===== src/rtl/lerp_pkg.sv =====
// Shared types and fixed-point helpers for the lerp2 sweep initiator.
package lerp_pkg;

  typedef enum logic [1:0] {IDLE, ISSUE, WAIT, EMIT} sweep_state_t;

  localparam int LP_WIDTH = 32;
  localparam int LP_FBITS = 16;
  localparam int LP_CNT_W = 16;

  localparam logic [LP_WIDTH-1:0] ONE = LP_WIDTH'(1) << LP_FBITS;

  // Integer grid index -> unsigned fixed point {idx, FBITS'b0}.
  function automatic logic [LP_WIDTH-1:0] to_fix(input logic [LP_CNT_W-1:0] idx);
    return LP_WIDTH'(idx) << LP_FBITS;
  endfunction

endpackage


===== src/rtl/lerp2_sweep_addr.sv =====
// Raster (xi,yi) counter over an nx*ny cell; x runs fastest.
module lerp2_sweep_addr
  import lerp_pkg::*;
#(
  parameter int CNT_W = LP_CNT_W
) (
  input  logic             clk,
  input  logic             rst_n,
  input  logic             clr,
  input  logic             adv,
  input  logic [CNT_W-1:0] nx,
  input  logic [CNT_W-1:0] ny,
  output logic [CNT_W-1:0] xi,
  output logic [CNT_W-1:0] yi,
  output logic             is_last
);

  logic [CNT_W-1:0] xi_q, xi_d;
  logic [CNT_W-1:0] yi_q, yi_d;
  logic             x_end, y_end;

  assign x_end = (xi_q == nx - CNT_W'(1));
  assign y_end = (yi_q == ny - CNT_W'(1));

  always_comb begin
    xi_d = xi_q;
    yi_d = yi_q;
    if (clr) begin
      xi_d = '0;
      yi_d = '0;
    end else if (adv) begin
      if (x_end) begin
        xi_d = '0;
        yi_d = yi_q + CNT_W'(1);
      end else begin
        xi_d = xi_q + CNT_W'(1);
      end
    end
  end

  always_ff @(posedge clk or negedge rst_n) begin
    if (!rst_n) begin
      xi_q <= '0;
      yi_q <= '0;
    end else begin
      xi_q <= xi_d;
      yi_q <= yi_d;
    end
  end

  assign xi      = xi_q;
  assign yi      = yi_q;
  assign is_last = x_end & y_end;

endmodule


===== src/rtl/lerp2_sweep.sv =====
// lerp2 initiator: walks every grid point of one cell, one engine call per point,
// one result in flight, results streamed out on a valid/ready port.
module lerp2_sweep
  import lerp_pkg::*;
#(
  parameter int WIDTH = LP_WIDTH,
  parameter int FBITS = LP_FBITS,
  parameter int CNT_W = LP_CNT_W
) (
  input  logic             clk,
  input  logic             rst_n,
  input  logic             cmd_valid,
  output logic             cmd_ready,
  input  logic [WIDTH-1:0] cmd_p0,
  input  logic [WIDTH-1:0] cmd_p1,
  input  logic [WIDTH-1:0] cmd_p2,
  input  logic [WIDTH-1:0] cmd_p3,
  input  logic [WIDTH-1:0] cmd_X,
  input  logic [WIDTH-1:0] cmd_Y,
  output logic [WIDTH-1:0] eng_p0,
  output logic [WIDTH-1:0] eng_p1,
  output logic [WIDTH-1:0] eng_p2,
  output logic [WIDTH-1:0] eng_p3,
  output logic [WIDTH-1:0] eng_x,
  output logic [WIDTH-1:0] eng_y,
  output logic [WIDTH-1:0] eng_X,
  output logic [WIDTH-1:0] eng_Y,
  output logic             eng_start,
  input  logic [WIDTH-1:0] eng_val,
  input  logic             eng_done,
  input  logic             eng_error,
  output logic             out_valid,
  input  logic             out_ready,
  output logic [WIDTH-1:0] out_val,
  output logic [CNT_W-1:0] out_xi,
  output logic [CNT_W-1:0] out_yi,
  output logic             out_last,
  output logic             out_error,
  output logic             busy
);

  sweep_state_t state_q, state_d;

  logic [WIDTH-1:0] p0_q, p0_d, p1_q, p1_d, p2_q, p2_d, p3_q, p3_d;
  logic [WIDTH-1:0] xs_q, xs_d, ys_q, ys_d;
  logic [WIDTH-1:0] oval_q, oval_d;
  logic [CNT_W-1:0] oxi_q, oxi_d, oyi_q, oyi_d;
  logic             olast_q, olast_d;
  logic             oerr_q, oerr_d;

  logic             addr_clr, addr_adv, addr_last;
  logic [CNT_W-1:0] xi, yi;
  logic [CNT_W-1:0] cmd_nx, cmd_ny, nx, ny;

  // Integer part of the size, clipped to the counter width (negative sizes become large counts).
  assign cmd_nx = cmd_X[FBITS +: CNT_W];
  assign cmd_ny = cmd_Y[FBITS +: CNT_W];
  assign nx     = xs_q[FBITS +: CNT_W];
  assign ny     = ys_q[FBITS +: CNT_W];

  lerp2_sweep_addr #(.CNT_W(CNT_W)) u_addr (
    .clk     (clk),
    .rst_n   (rst_n),
    .clr     (addr_clr),
    .adv     (addr_adv),
    .nx      (nx),
    .ny      (ny),
    .xi      (xi),
    .yi      (yi),
    .is_last (addr_last)
  );

  always_comb begin
    state_d  = state_q;
    p0_d     = p0_q;
    p1_d     = p1_q;
    p2_d     = p2_q;
    p3_d     = p3_q;
    xs_d     = xs_q;
    ys_d     = ys_q;
    oval_d   = oval_q;
    oxi_d    = oxi_q;
    oyi_d    = oyi_q;
    olast_d  = olast_q;
    oerr_d   = oerr_q;
    addr_clr = 1'b0;
    addr_adv = 1'b0;
    case (state_q)
      IDLE: begin
        if (cmd_valid) begin
          p0_d     = cmd_p0;
          p1_d     = cmd_p1;
          p2_d     = cmd_p2;
          p3_d     = cmd_p3;
          xs_d     = cmd_X;
          ys_d     = cmd_Y;
          addr_clr = 1'b1;
          if (cmd_nx == '0 || cmd_ny == '0) begin
            // Empty cell: answer with a single flagged sample, engine never called.
            oval_d  = '0;
            oxi_d   = '0;
            oyi_d   = '0;
            olast_d = 1'b1;
            oerr_d  = 1'b1;
            state_d = EMIT;
          end else begin
            state_d = ISSUE;
          end
        end
      end
      ISSUE: state_d = WAIT;
      WAIT: begin
        // Only looked at from WAIT, so a done left over from a prior call during ISSUE is ignored.
        if (eng_done) begin
          oval_d  = eng_val;
          oxi_d   = xi;
          oyi_d   = yi;
          oerr_d  = eng_error;
          olast_d = eng_error | addr_last;
          state_d = EMIT;
        end
      end
      EMIT: begin
        if (out_ready) begin
          if (olast_q) begin
            state_d = IDLE;
          end else begin
            addr_adv = 1'b1;
            state_d  = ISSUE;
          end
        end
      end
      default: state_d = IDLE;
    endcase
  end

  always_ff @(posedge clk or negedge rst_n) begin
    if (!rst_n) begin
      state_q <= IDLE;
      p0_q    <= '0;
      p1_q    <= '0;
      p2_q    <= '0;
      p3_q    <= '0;
      xs_q    <= '0;
      ys_q    <= '0;
      oval_q  <= '0;
      oxi_q   <= '0;
      oyi_q   <= '0;
      olast_q <= 1'b0;
      oerr_q  <= 1'b0;
    end else begin
      state_q <= state_d;
      p0_q    <= p0_d;
      p1_q    <= p1_d;
      p2_q    <= p2_d;
      p3_q    <= p3_d;
      xs_q    <= xs_d;
      ys_q    <= ys_d;
      oval_q  <= oval_d;
      oxi_q   <= oxi_d;
      oyi_q   <= oyi_d;
      olast_q <= olast_d;
      oerr_q  <= oerr_d;
    end
  end

  assign cmd_ready = (state_q == IDLE);
  assign busy      = (state_q != IDLE);
  assign eng_start = (state_q == ISSUE);
  assign out_valid = (state_q == EMIT);

  assign eng_p0 = p0_q;
  assign eng_p1 = p1_q;
  assign eng_p2 = p2_q;
  assign eng_p3 = p3_q;
  assign eng_X  = xs_q;
  assign eng_Y  = ys_q;
  assign eng_x  = WIDTH'(xi) << FBITS;
  assign eng_y  = WIDTH'(yi) << FBITS;

  assign out_val   = oval_q;
  assign out_xi    = oxi_q;
  assign out_yi    = oyi_q;
  assign out_last  = olast_q;
  assign out_error = oerr_q;

endmodule


===== config.mk =====
export PLATFORM = sky130hd
export DESIGN_NAME = lerp2_sweep
export DESIGN_NICKNAME = d
export VERILOG_FILES = /design/src/rtl/lerp_pkg.sv /design/src/rtl/lerp2_sweep_addr.sv /design/src/rtl/lerp2_sweep.sv
export SDC_FILE = /design/constraint.sdc
export NUM_CORES = 1
export LEC_CHECK = 0
export CAP_MARGIN = 0
export CORE_AREA = 8 8 210 212
export CTS_BUF_LIST = sky130_fd_sc_hd__clkbuf_2
export DETAILED_ROUTE_END_ITERATION = 8
export DIE_AREA = 0 0 218 220
export DONT_BUFFER_PORTS = 1
export PLACE_DENSITY = 0.43
export SLEW_MARGIN = 20
export SYNTH_ARGS = -nofsm -noshare
export SYNTH_HDL_FRONTEND = slang
export SYNTH_SLANG_ARGS = --single-unit

===== constraint.sdc =====
create_clock -name clk -period 7.6 [get_ports clk]
set_clock_uncertainty 0.15 [all_clocks]
set_input_delay 0.76 -clock clk [delete_from_list [all_inputs] [get_ports clk]]
set_output_delay 0.76 -clock clk [all_outputs]
set_load 0.01 [all_outputs]

==> summary.txt, run 1 <==
Setup path
  • Worst-path maximum fanout: 32
  • Worst setup SP type: flop
  • Crit end category: flop
  • CP Buf/Inv Count: 2
  • Reg-to-reg startpoint: eng_X[16]
  • Critical Path Slowest Stage Cell: dfrtp_1
  • CP startpoint: eng_X[16]
  • Crit path kind: flop to flop
  • Crit path cell chain: inv_1, ha_1, nor3b_1, and3_1, a31oi_1, nor3_2, nand4_1, buf_4, or4_1, nand2_1
  • CP required: 8.31 ns
  • Slowest cell delay on critical path: 0.50 ns
  • Data arrival, critical path: 3.87 ns
  • Crit path max-delay family: simple AND/OR/NAND/NOR gates

STA
  • Slew margin rel.: 25.8%
  • Final Critical Period: 3.16 ns
  • Achievable Freq: 0.316 GHz
  • Sum Neg Setup Slack: 0 ns
  • Worst Tran Pin Value: 1.11 ns
  • Setup violations, final: 0
  • RSZ-0062 raised after global routing: false
  • Final Hold Viols: 0
  • Tcrit/Tclk final: 41.6%
  • Max Transition Viols Final: 0

Clocking
  • Clock buffer count from CTS: 83
  • Post-CTS setup buffers: 0
  • CTS Root Cell: clkbuf_2
  • Clock Pin Slew Worst Setup and Hold Paths: 0.09 ns
  • Clk Latency, worst-skew pair: 0.97 ns
  • Max Root-Sink Buffers: 3
  • CTS tree: done
  • Htree depth: 3
  • Clock Sinks: 292

Job
  • Number of max-cap violations: 0

Worst hold path
  • Worst min path class: primary input to asynchronous set/reset pin

Placement
  • Port Buf Inserts: 0
  • RePlAce Congestion: 0.796
  • Post-DP HPWL: 32.8 mm

Power
  • Switch share: 45.5%
  • Pwr Density: 351 nW/um^2
  • Clock power frac: 19.4%
  • Gate power share: 27.1%
  • Maximum VDD drop: 0.188 mV
  • P_sw: 2630 uW
  • Internal power: 3160 uW
  • P_leak: 0.00804 uW
  • Register share of total power: 53.5%

Logic synthesis
  • Mean Syn Cell Area: 8.70 um^2
  • Gate Count Post-Synth: 1,493
  • Ys async rst share: 100%
  • Synth cell types: 59
  • Register area share after synthesis: 56.3%
  • #FFs+latches synth: 292
  • Synth warn: 0
  • Number of flops mapped to enable cells by yosys: 0
  • Post-synth top flop: dfrtp_1
  • Mapped Area: 13,000 um^2

Floorplanning
  • Starting Density: 32.0%
  • Num ports: 556
  • DIE AREA: 48,000 um^2
  • # rows: 74
  • Die Wd: 218 um
  • Chip height: 220 um
  • Core ar.: 40,600 um^2

Detailed routing
  • First-pass iteration count of the detailed router: 5
  • DR iter-0 viols: 638
  • Routed via count: 11,100
  • Vias/cell: 4.75
  • M1 WL: 17.8 mm
  • Metal3 WL: 5.42 mm
  • Routed WL: 48.4 mm
  • Routed Antenna Nets: 0
  • Wire per inst: 20.7 um
  • # DRC: 0
  • Top routing layer used: met4
  • Met2 wire length: 24.1 mm

Layout
  • Fraction of layout cells with a size suffix above 1: 8.45%
  • Commonest non-fill, non-tap cells in the layout: 721 x nand2_1, 292 x dfrtp_1, 237 x dlygate4sd3_1
  • Synth-to-layout area growth: 26.9%
  • Final Core Density: 40.6%
  • Leading cell type in the layout, fill and taps excluded: nand2_1
  • Nets@finish: 1,979

Global routing
  • Tot GR Track Use: 19.4%
  • Vias in the first global route: 11,600
  • Initial antenna violation count: 2
  • GRT overflow: 0
  • Global-route wire length before repair: 72.2 mm
  • Largest net degree at the start of global routing: 293

Run status
  • Status: finished clean
cell usage after synthesis (3+ instances only):
cell,number,share of area [%]
nand2b_1,8,0.39
nor4_1,11,0.53
ha_1,8,0.77
o21ai_0,83,3.2
o31ai_1,6,0.35
buf_2,5,0.19
xor2_1,20,1.3
or2b_1,6,0.35
o211ai_1,12,0.69
inv_1,18,0.52
nand4_1,12,0.58
nor3_1,7,0.27
clkbuf_1,77,2.2
a21oi_1,18,0.69
o2bb2ai_1,3,0.20
nand3_1,16,0.62
dfrtp_1,292,56
xnor2_1,22,1.5
nor2_1,21,0.61
or4_1,10,0.58
o311ai_0,4,0.27
buf_4,32,1.8
nand2_1,722,21
nor4b_1,4,0.27
a31oi_1,12,0.58
or4b_1,7,0.54
and3_1,14,0.67
state kept, by name (all words and copies together), names as in the netlist:
| name | count |
|---|---|
| state_q | 2 |
| eng_p1 | 32 |
| out_yi | 16 |
| eng_X | 32 |
| eng_p2 | 32 |
| out_val | 32 |
| out_last | 1 |
| out_error | 1 |
| eng_Y | 32 |
| out_xi | 16 |
| u_addr.yi | 16 |
| u_addr.xi | 16 |
| eng_p3 | 32 |
| eng_p0 | 32 |
what timing repair did:
action / CTS / global route
hold buffers: 238 / 0
gates resized for setup: 0 / 0
endpoints found under the hold margin: 534 / 0
per-layer routing:
metal  track usage, %  up-vias
li1                 -     5309
met5                0        -
met1             21.6     5236
met4             7.17        0
met2             32.3      455
met3             9.09       78
area by class of cell:
type	count	area [um^2]
flip-flops and latches	292	7310
inverters	18	67.6
repair buffers	249	2540
multi-input cells	1097	5190
well taps	532	666
diodes	2	5.00
clock inverters	25	123
fillers	4056	24100
clock buffers	117	586
per-stage QoR:
step | hold slack, ns | std cells | power (uW) | worst slack, ns | cell area (um^2)
floorplan | 0.314 | 1524 | 3980 | 5.01 | 13100
global placement | 0.324 | 1947 | 4520 | 4.10 | 13300
detailed placement | 0.323 | 1947 | 4550 | 4.09 | 13300
CTS | 0.00112 | 2327 | 5900 | 4.11 | 16400
global route | 0.0264 | 2332 | 6300 | 4.18 | 16500
finish | 0.155 | 2332 | 5790 | 4.44 | 16500
path summary, 6_finish.rpt:
path / to / slack (ns) / cells after the start
worst max-delay path: u_addr.yi[4] / 4.44 / 10
worst min-delay path: out_val[15] / 0.15 / 2
worst max register to register: u_addr.yi[4] / 4.44 / 10
worst min register to register: eng_p1[8] / 0.41 / 2
max in group asynchronous: out_yi[6] / 6.11 / 3
min in group clk: state_q[1] / 0.17 / 4
cell families (layout without fill, tap and decap cells):
| logic type | count (synthesis) | after routing | share of synthesized area, % |
|---|---|---|---|
| simple gates | 859 | 859 | 27.8 |
| compound gates | 152 | 152 | 6.96 |
| other cells | 1 | 34 | 0.0289 |
| fa+ha+maj | 8 | 8 | 0.771 |
| flops | 292 | 292 | 56.3 |
| buf+inv | 135 | 409 | 5.00 |
| mux | 4 | 4 | 0.328 |
| xor+xnor | 42 | 42 | 2.83 |
power groups by stage:
stage	Sequential [uW]	Clock, uW	Combinational, uW
floorplan	2810	0	1170
global placement	3160	0	1360
detailed placement	3140	0	1410
CTS	3120	1210	1570
global route	3190	1290	1820
finish	3100	1130	1570
No activity file was read; power rests on OpenSTA's default activity.
==> run 2: changes to the inputs <==
==> constraint.sdc (replaced) <==
create_clock -name clk -period 3.07 [get_ports clk]
set_clock_uncertainty 0.15 [all_clocks]
set_input_delay 0.307 -clock clk [delete_from_list [all_inputs] [get_ports clk]]
set_output_delay 0.307 -clock clk [all_outputs]
set_load 0.01 [all_outputs]
==> run 2 against run 1 <==
Effect of this change:
- the flow now stops in clock tree synthesis (4_1_cts)
- synthesized cell count stayed put
- synthesized area did not move
==> summary.txt, run 2 <==
Placement
  • Post-DP HPWL: 34.2 mm
  • RePlAce Congestion: 0.792
  • Placed inst area: 13,600 um^2
  • Port Buf Inserts: 0

Logic synthesis
  • Area share of the largest cell type after synthesis: 56.3%
  • Synth cell count leaders: 722 x nand2_1, 292 x dfrtp_1, 83 x o21ai_0
  • Synth warn: 0
  • #FFs+latches synth: 292
  • Mean Syn Cell Area: 8.70 um^2
  • Gate Count Post-Synth: 1,493
  • Count leader, synth: nand2_1
  • Ys async rst share: 100%
  • Number of flops mapped to enable cells by yosys: 0
  • Leading area contributor after synthesis: dfrtp_1
  • Post-synth top flop: dfrtp_1
  • Register area share after synthesis: 56.3%
  • Synth cell types: 59
  • Mapped Area: 13,000 um^2
  • Top cells by area, synth: dfrtp_1 56%, nand2_1 21%, o21ai_0 3.2%, clkbuf_1 2.2%, buf_4 1.8%

Clocking
  • CTS Root Cell: clkbuf_2
  • Post-CTS sizing: 1
  • Post-CTS setup buffers: 0
  • Clock Sinks: 292
  • Max Root-Sink Buffers: 3
  • Clock buffer count from CTS: 81
  • Cts-stage hold buffer count: 424
  • Htree depth: 3

Floorplanning
  • Chip height: 220 um
  • Die Wd: 218 um
  • # rows: 74
  • Starting Density: 32.0%
  • Num ports: 556

Run status
  • First Err: [ERROR RSZ-0060] Max buffer count reached.
  • Failed at: clock tree synthesis (4_1_cts)
  • Status: aborted with a tool error
run 2: cell counts after synthesis:
No cell type changed its count.
run 2: per-stage QoR:
step           setup WS (ns)  cells  hold WS (ns)  utilization (%)
2_1_floorplan          0.478   1524        -0.139                -
3_3_place_gp           0.106   1980        -0.130             33.5
3_5_place_dp          0.0408   1980        -0.130             33.5
run 2: cells by family after synthesis:
kind of cell	share of synthesized area, %
AND/OR/NAND/NOR	27.8
flip-flops	56.3
AO/OA/AOI/OAI	6.96
buffers and inverters	5.00
XOR/XNOR	2.83
adder cells (fa/ha/maj)	0.771
multiplexers	0.328
other	0.0289
==> run 3: changes to the inputs <==
--- a/config.mk
+++ b/config.mk
@@ -6,12 +6,11 @@
 export NUM_CORES = 1
 export LEC_CHECK = 0
 export CAP_MARGIN = 0
-export CORE_AREA = 8 8 210 212
-export CTS_BUF_LIST = sky130_fd_sc_hd__clkbuf_2
+export CORE_AREA = 8 8 212 214
 export DETAILED_ROUTE_END_ITERATION = 8
-export DIE_AREA = 0 0 218 220
+export DIE_AREA = 0 0 220 222
 export DONT_BUFFER_PORTS = 1
-export PLACE_DENSITY = 0.43
+export PLACE_DENSITY_LB_ADDON = 0.15
 export SLEW_MARGIN = 20
 export SYNTH_ARGS = -nofsm -noshare
 export SYNTH_HDL_FRONTEND = slang
==> run 3 against run 2 <==
Effect of this change:
- the flow now finishes, with violations (negative hold slack)
==> summary.txt, run 3 (same netlist as run 1, synthesis figures left out) <==
Global routing
  • Vias in the first global route: 11,500
  • Tot GR Track Use: 19.2%
  • Global-route wire length before repair: 73.0 mm
  • Initial antenna violation count: 0
  • Largest net degree at the start of global routing: 293
  • GRT overflow: 0

Setup path
  • Crit path cell chain: buf_4, nor4_1, nand4_1, xnor2_1, nor3_2, nand4_1, buf_4, or4_1, nand2_1
  • CP required: 3.39 ns
  • Data arrival, critical path: 3.14 ns
  • Crit path max-delay family: simple AND/OR/NAND/NOR gates
  • Worst-path maximum fanout: 32
  • Crit end category: flop
  • CP Depth: 9
  • Slowest cell delay on critical path: 0.49 ns
  • Critical Path Slowest Stage Cell: nor4_1
  • CP Buf/Inv Count: 2
  • Worst setup SP type: flop
  • Reg2reg path depth: 9
  • Crit path kind: flop to flop

STA
  • Final Critical Period: 2.83 ns
  • Achievable Freq: 0.354 GHz
  • Setup violations, final: 0
  • RSZ-0062 raised after global routing: false
  • Hold_ws: -0.681 ns
  • Slew margin rel.: 38.4%
  • Final worst setup slack: 0.242 ns
  • Max Transition Viols Final: 0
  • Final Hold Viols: 292
  • Tcrit/Tclk final: 92.1%
  • Sum Neg Setup Slack: 0 ns
  • Worst Tran Pin Value: 0.924 ns

Detailed routing
  • Routed via count: 11,000
  • DR iter-0 viols: 724
  • First-pass iteration count of the detailed router: 7
  • M1 WL: 18.5 mm
  • Metal3 WL: 4.68 mm
  • Routed WL: 48.5 mm
  • Vias/cell: 4.82
  • Top routing layer used: met4
  • Wire per inst: 21.3 um
  • Met2 wire length: 23.4 mm
  • Routed Antenna Nets: 0
  • # DRC: 0

Placement
  • Port Buf Inserts: 0
  • Post-DP HPWL: 34.4 mm
  • Pre-CTS setup slack: 0.159 ns
  • RePlAce Congestion: 0.805

Clocking
  • Clock Sinks: 292
  • Cts-stage hold buffer count: 226
  • Clock buffer count from CTS: 37
  • Max Root-Sink Buffers: 3
  • Clk Latency, worst-skew pair: 0.54 ns
  • CTS Root Cell: clkbuf_16
  • CTS tree: done
  • Clock Pin Slew Worst Setup and Hold Paths: 0.06 ns
  • Htree depth: 2

Floorplanning
  • Num ports: 556
  • DIE AREA: 48,800 um^2
  • Die Wd: 220 um
  • # rows: 75
  • Starting Density: 31.3%
  • Core ar.: 41,500 um^2
  • Chip height: 222 um

Power
  • Switch share: 40.6%
  • Clock power frac: 26.9%
  • Register share of total power: 47.2%
  • Maximum VDD drop: 0.465 mV
  • Pwr Density: 939 nW/um^2
  • P_sw: 6510 uW
  • P_leak: 0.00821 uW
  • Internal power: 9540 uW
  • Gate power share: 26.0%

Layout
  • ANT cells: 0
  • Synth-to-layout area growth: 31.6%
  • Nets@finish: 1,954
  • Leading cell type in the layout, fill and taps excluded: nand2_1
  • Commonest non-fill, non-tap cells in the layout: 721 x nand2_1, 292 x dfrtp_1, 226 x dlygate4sd3_1
  • Fraction of layout cells with a size suffix above 1: 6.61%

Worst hold path
  • Worst min path class: primary input to asynchronous set/reset pin

Run status
  • Status: finished with violations
  • Failing checks: negative hold slack

Job
  • Number of max-cap violations: 0
## run 3: layout make-up
| class | count | area (um^2) |
|---|---|---|
| fillers | 4057 | 24400 |
| clock buffers | 53 | 1090 |
| clock inverters | 9 | 105 |
| well taps | 539 | 674 |
| multi-input cells | 1097 | 5200 |
| inverters | 18 | 67.6 |
| repair buffers | 270 | 2640 |
| flip-flops and latches | 292 | 7310 |
## run 3: through the flow
stage	utilization (%)	power, uW	cells	cell area [um^2]	hold WS, ns
final	41.2	16100	2278	17100	-0.681
after global routing	41.2	17200	2278	17100	-0.715
after CTS	41.1	16300	2278	17100	-0.719
after detailed placement	32.8	11600	1990	13600	-0.128
after global placement	32.8	11500	1990	13600	-0.128
after floorplan	-	9850	1524	13100	-0.139
## run 3: power by group through the flow
| stage | Combinational (uW) | Clock [uW] | Sequential [uW] |
|---|---|---|---|
| 6_report | 4170 | 4310 | 7570 |
| 2_1_floorplan | 2890 | 0 | 6960 |
| 4_1_cts | 4170 | 4470 | 7640 |
| 5_1_grt | 4790 | 4600 | 7780 |
| 3_5_place_dp | 3940 | 0 | 7660 |
| 3_3_place_gp | 3830 | 0 | 7700 |
## run 3: worst paths after layout
check / from / to / slack (ns)
min reg2reg: eng_p3[31] / eng_p3[31] / 0.40
max reg2reg: eng_X[16] / u_addr.yi[5] / 0.24
max: eng_X[16] / u_addr.yi[5] / 0.24
min in group clk: out_ready / state_q[0] / 0.06
min: rst_n / out_last / -0.68
max in group asynchronous: rst_n / eng_X[13] / 2.89
## run 3: timing repair
| action | CTS | global route |
|---|---|---|
| setup endpoints to repair | 0 | 14 |
| hold endpoints to repair | 523 | 292 |
| setup buffers | 0 | 0 |
| gates resized for setup | 0 | 4 |
## run 3: worst register-to-register path, stage by stage, from the launching register on
cell     delay (ns)
dfrtp_1        0.37
buf_4          0.16
nor4_1         0.49
nand4_1        0.18
xnor2_1        0.17
nor3_2         0.27
nand4_1        0.14
buf_4          0.26
or4_1          0.50
nand2_1        0.08
## run 3: per-layer routing
layer	vias up	global-route usage [%]
li1	5197	-
met1	5254	21.9
met2	436	32.3
met3	90	6.66
met4	0	8.19
met5	-	0
==> run 4: changes to the inputs <==
==> constraint.sdc (replaced) <==
create_clock -name clk -period 2.8 [get_ports clk]
set_clock_uncertainty 0.15 [all_clocks]
set_input_delay 0.28 -clock clk [delete_from_list [all_inputs] [get_ports clk]]
set_output_delay 0.28 -clock clk [all_outputs]
set_load 0.01 [all_outputs]
==> run 4 against run 3 <==
Effect of this change:
- the run still ends with negative hold slack left
- worst setup slack got worse by 0.12 ns
- clock-buffer cell count decreased by 6
- sequential cell count unchanged
- critical path depth grew 2
- largest cell class unchanged
- global-route usage is 0.054 points higher
- critical path type unchanged
- utilization is 1.2 points higher
==> summary.txt, run 4 (same netlist as run 1, synthesis figures left out) <==
Run status
  • Status: finished with violations
  • Failing checks: negative hold slack

STA
  • Hold_ws: -0.694 ns
  • Worst Tran Pin Value: 1.38 ns
  • Final Hold Viols: 292
  • Slew margin rel.: 7.76%
  • Max Transition Viols Final: 0
  • Setup violations, final: 0
  • Final Critical Period: 2.68 ns
  • Tcrit/Tclk final: 95.8%
  • Achievable Freq: 0.373 GHz
  • Final worst setup slack: 0.119 ns

Clocking
  • Clk Latency, worst-skew pair: 0.54 ns
  • Clock Pin Slew Worst Setup and Hold Paths: 0.06 ns
  • Clock Sinks: 292
  • CTS Root Cell: clkbuf_16
  • CTS tree: done
  • Clock buffer count from CTS: 36
  • Htree depth: 2
  • Cts-stage hold buffer count: 228
  • Max Root-Sink Buffers: 3

Worst hold path
  • Worst min path class: primary input to asynchronous set/reset pin

Power
  • Pwr Density: 1040 nW/um^2
  • Maximum VDD drop: 0.615 mV
  • Internal power: 11,000 uW
  • Register share of total power: 45.0%
  • P_leak: 0.00847 uW
  • Total chip power: 18,300 uW
  • Clock power frac: 27.7%
  • Gate power share: 27.3%
  • Switch share: 39.6%
  • P_sw: 7240 uW

Placement
  • RePlAce Congestion: 0.800
  • Port Buf Inserts: 0
  • Post-DP HPWL: 35.1 mm
  • Pre-CTS setup slack: 0.0670 ns

Setup path
  • Crit path max-delay family: simple AND/OR/NAND/NOR gates
  • Crit path kind: flop to flop
  • CP most frequent cell: buf_4
  • Slowest cell delay on critical path: 0.47 ns
  • Worst-path maximum fanout: 16
  • Data arrival, critical path: 2.99 ns
  • Reg2reg path depth: 11
  • Crit path cell chain: buf_4, nor4_4, buf_4, nand3_1, xnor2_1, nor3_2, nand4_1, buf_6, buf_12, or4_1, nand2_1
  • CP required: 3.11 ns
  • Critical Path End: u_addr.yi[4]
  • CP Buf/Inv Count: 4
  • Crit end category: flop
  • Reg-to-reg startpoint: eng_X[17]
  • Worst setup SP type: flop
  • CP startpoint: eng_X[17]
  • FF-to-FF End: u_addr.yi[4]
  • CP Depth: 11
  • R2R setup slack: 0.12 ns
  • Critical Path Slowest Stage Cell: or4_1

Job
  • Number of max-cap violations: 0

Detailed routing
  • First-pass iteration count of the detailed router: 4
  • Routed WL: 49.1 mm
  • Vias/cell: 4.75
  • Wire per inst: 21.2 um
  • DR iter-0 viols: 614
  • # DRC: 0
  • Routed Antenna Nets: 0
  • Routed via count: 11,000

Global routing
  • Tot GR Track Use: 19.3%
  • Vias in the first global route: 11,500
  • Global-route wire length before repair: 72.9 mm
  • Initial antenna violation count: 1
  • GRT overflow: 0
  • Largest net degree at the start of global routing: 293

Floorplanning
  • Core ar.: 41,500 um^2
  • DIE AREA: 48,800 um^2
  • # rows: 75
  • Num ports: 556
  • Die Wd: 220 um
  • Starting Density: 31.3%
  • Chip height: 222 um

Layout
  • Filler instances: 4,027
  • Leading cell type in the layout, fill and taps excluded: nand2_1
  • Synth-to-layout area growth: 35.3%
  • Final Core Density: 42.4%
  • Nets@finish: 1,986
  • Fraction of layout cells with a size suffix above 1: 9.35%
  • Commonest non-fill, non-tap cells in the layout: 721 x nand2_1, 288 x dfrtp_1, 228 x dlygate4sd3_1
run 4: cell types whose count changed in the layout (fill, tap and decap cells not counted), moves of 3 or more:
cell,before,now
clkbuf_1,8,3
clkinv_2,4,9
bufinv_16,2,6
buf_4,40,66
dfrtp_1,292,288
dfrtp_2,0,4
buf_12,4,7
run 4: through the flow:
stage	area (um^2)	std cells	setup TNS [ns]
floorplan	13100	1524	0
global placement	13800	2016	0
detailed placement	13800	2016	0
CTS	17400	2310	0
global route	17600	2316	-0.0670
finish	17600	2316	0
run 4: power by group through the flow:
| stage | combinational [uW] | clock, uW | sequential, uW |
|---|---|---|---|
| global route | 5680 | 5380 | 8440 |
| floorplan | 3170 | 0 | 7630 |
| CTS | 4890 | 5240 | 8250 |
| detailed placement | 4630 | 0 | 8280 |
| finish | 4990 | 5060 | 8210 |
| global placement | 4520 | 0 | 8310 |
run 4: layer usage:
metal / global-route usage, % / vias to the layer above / share of wire [%] / wire length, um
met4: 8.43 / 0 / 3.8 / 1860
met5: 0 / - / 0 / 0
met3: 6.52 / 84 / 9.3 / 4570
met1: 22.2 / 5219 / 38 / 18900
li1: - / 5281 / - / -
met2: 32.2 / 416 / 49 / 23800
run 4: worst min-delay path by stage:
| stage | startpoint | end | slack (ns) | depth (start not counted) |
|---|---|---|---|---|
| floorplan | rst_n | eng_X[0] | -0.17 | 0 |
| global placement | rst_n | out_yi[9] | -0.16 | 0 |
| detailed placement | rst_n | out_val[10] | -0.15 | 0 |
| CTS | rst_n | u_addr.xi[3] | -0.74 | 0 |
| global route | rst_n | u_addr.yi[9] | -0.73 | 0 |
| finish | rst_n | out_val[26] | -0.69 | 0 |
run 4: timing repair:
item / in CTS / in global routing
setup endpoints to repair: 0 / 22
endpoints found under the hold margin: 522 / 292
gates resized for setup: 0 / 20
setup buffers: 0 / 4
run 4: layout make-up:
class                   count  area [um^2]  area share, %
inverters                  18         67.6          0.384
flip-flops and latches    292         7310           41.6
clock buffers              47         1040           5.94
multi-input cells        1097         5260           29.9
well taps                 539          674           3.84
diodes                      1         2.50         0.0142
clock inverters            19          264           1.50
repair buffers            303         2950           16.8
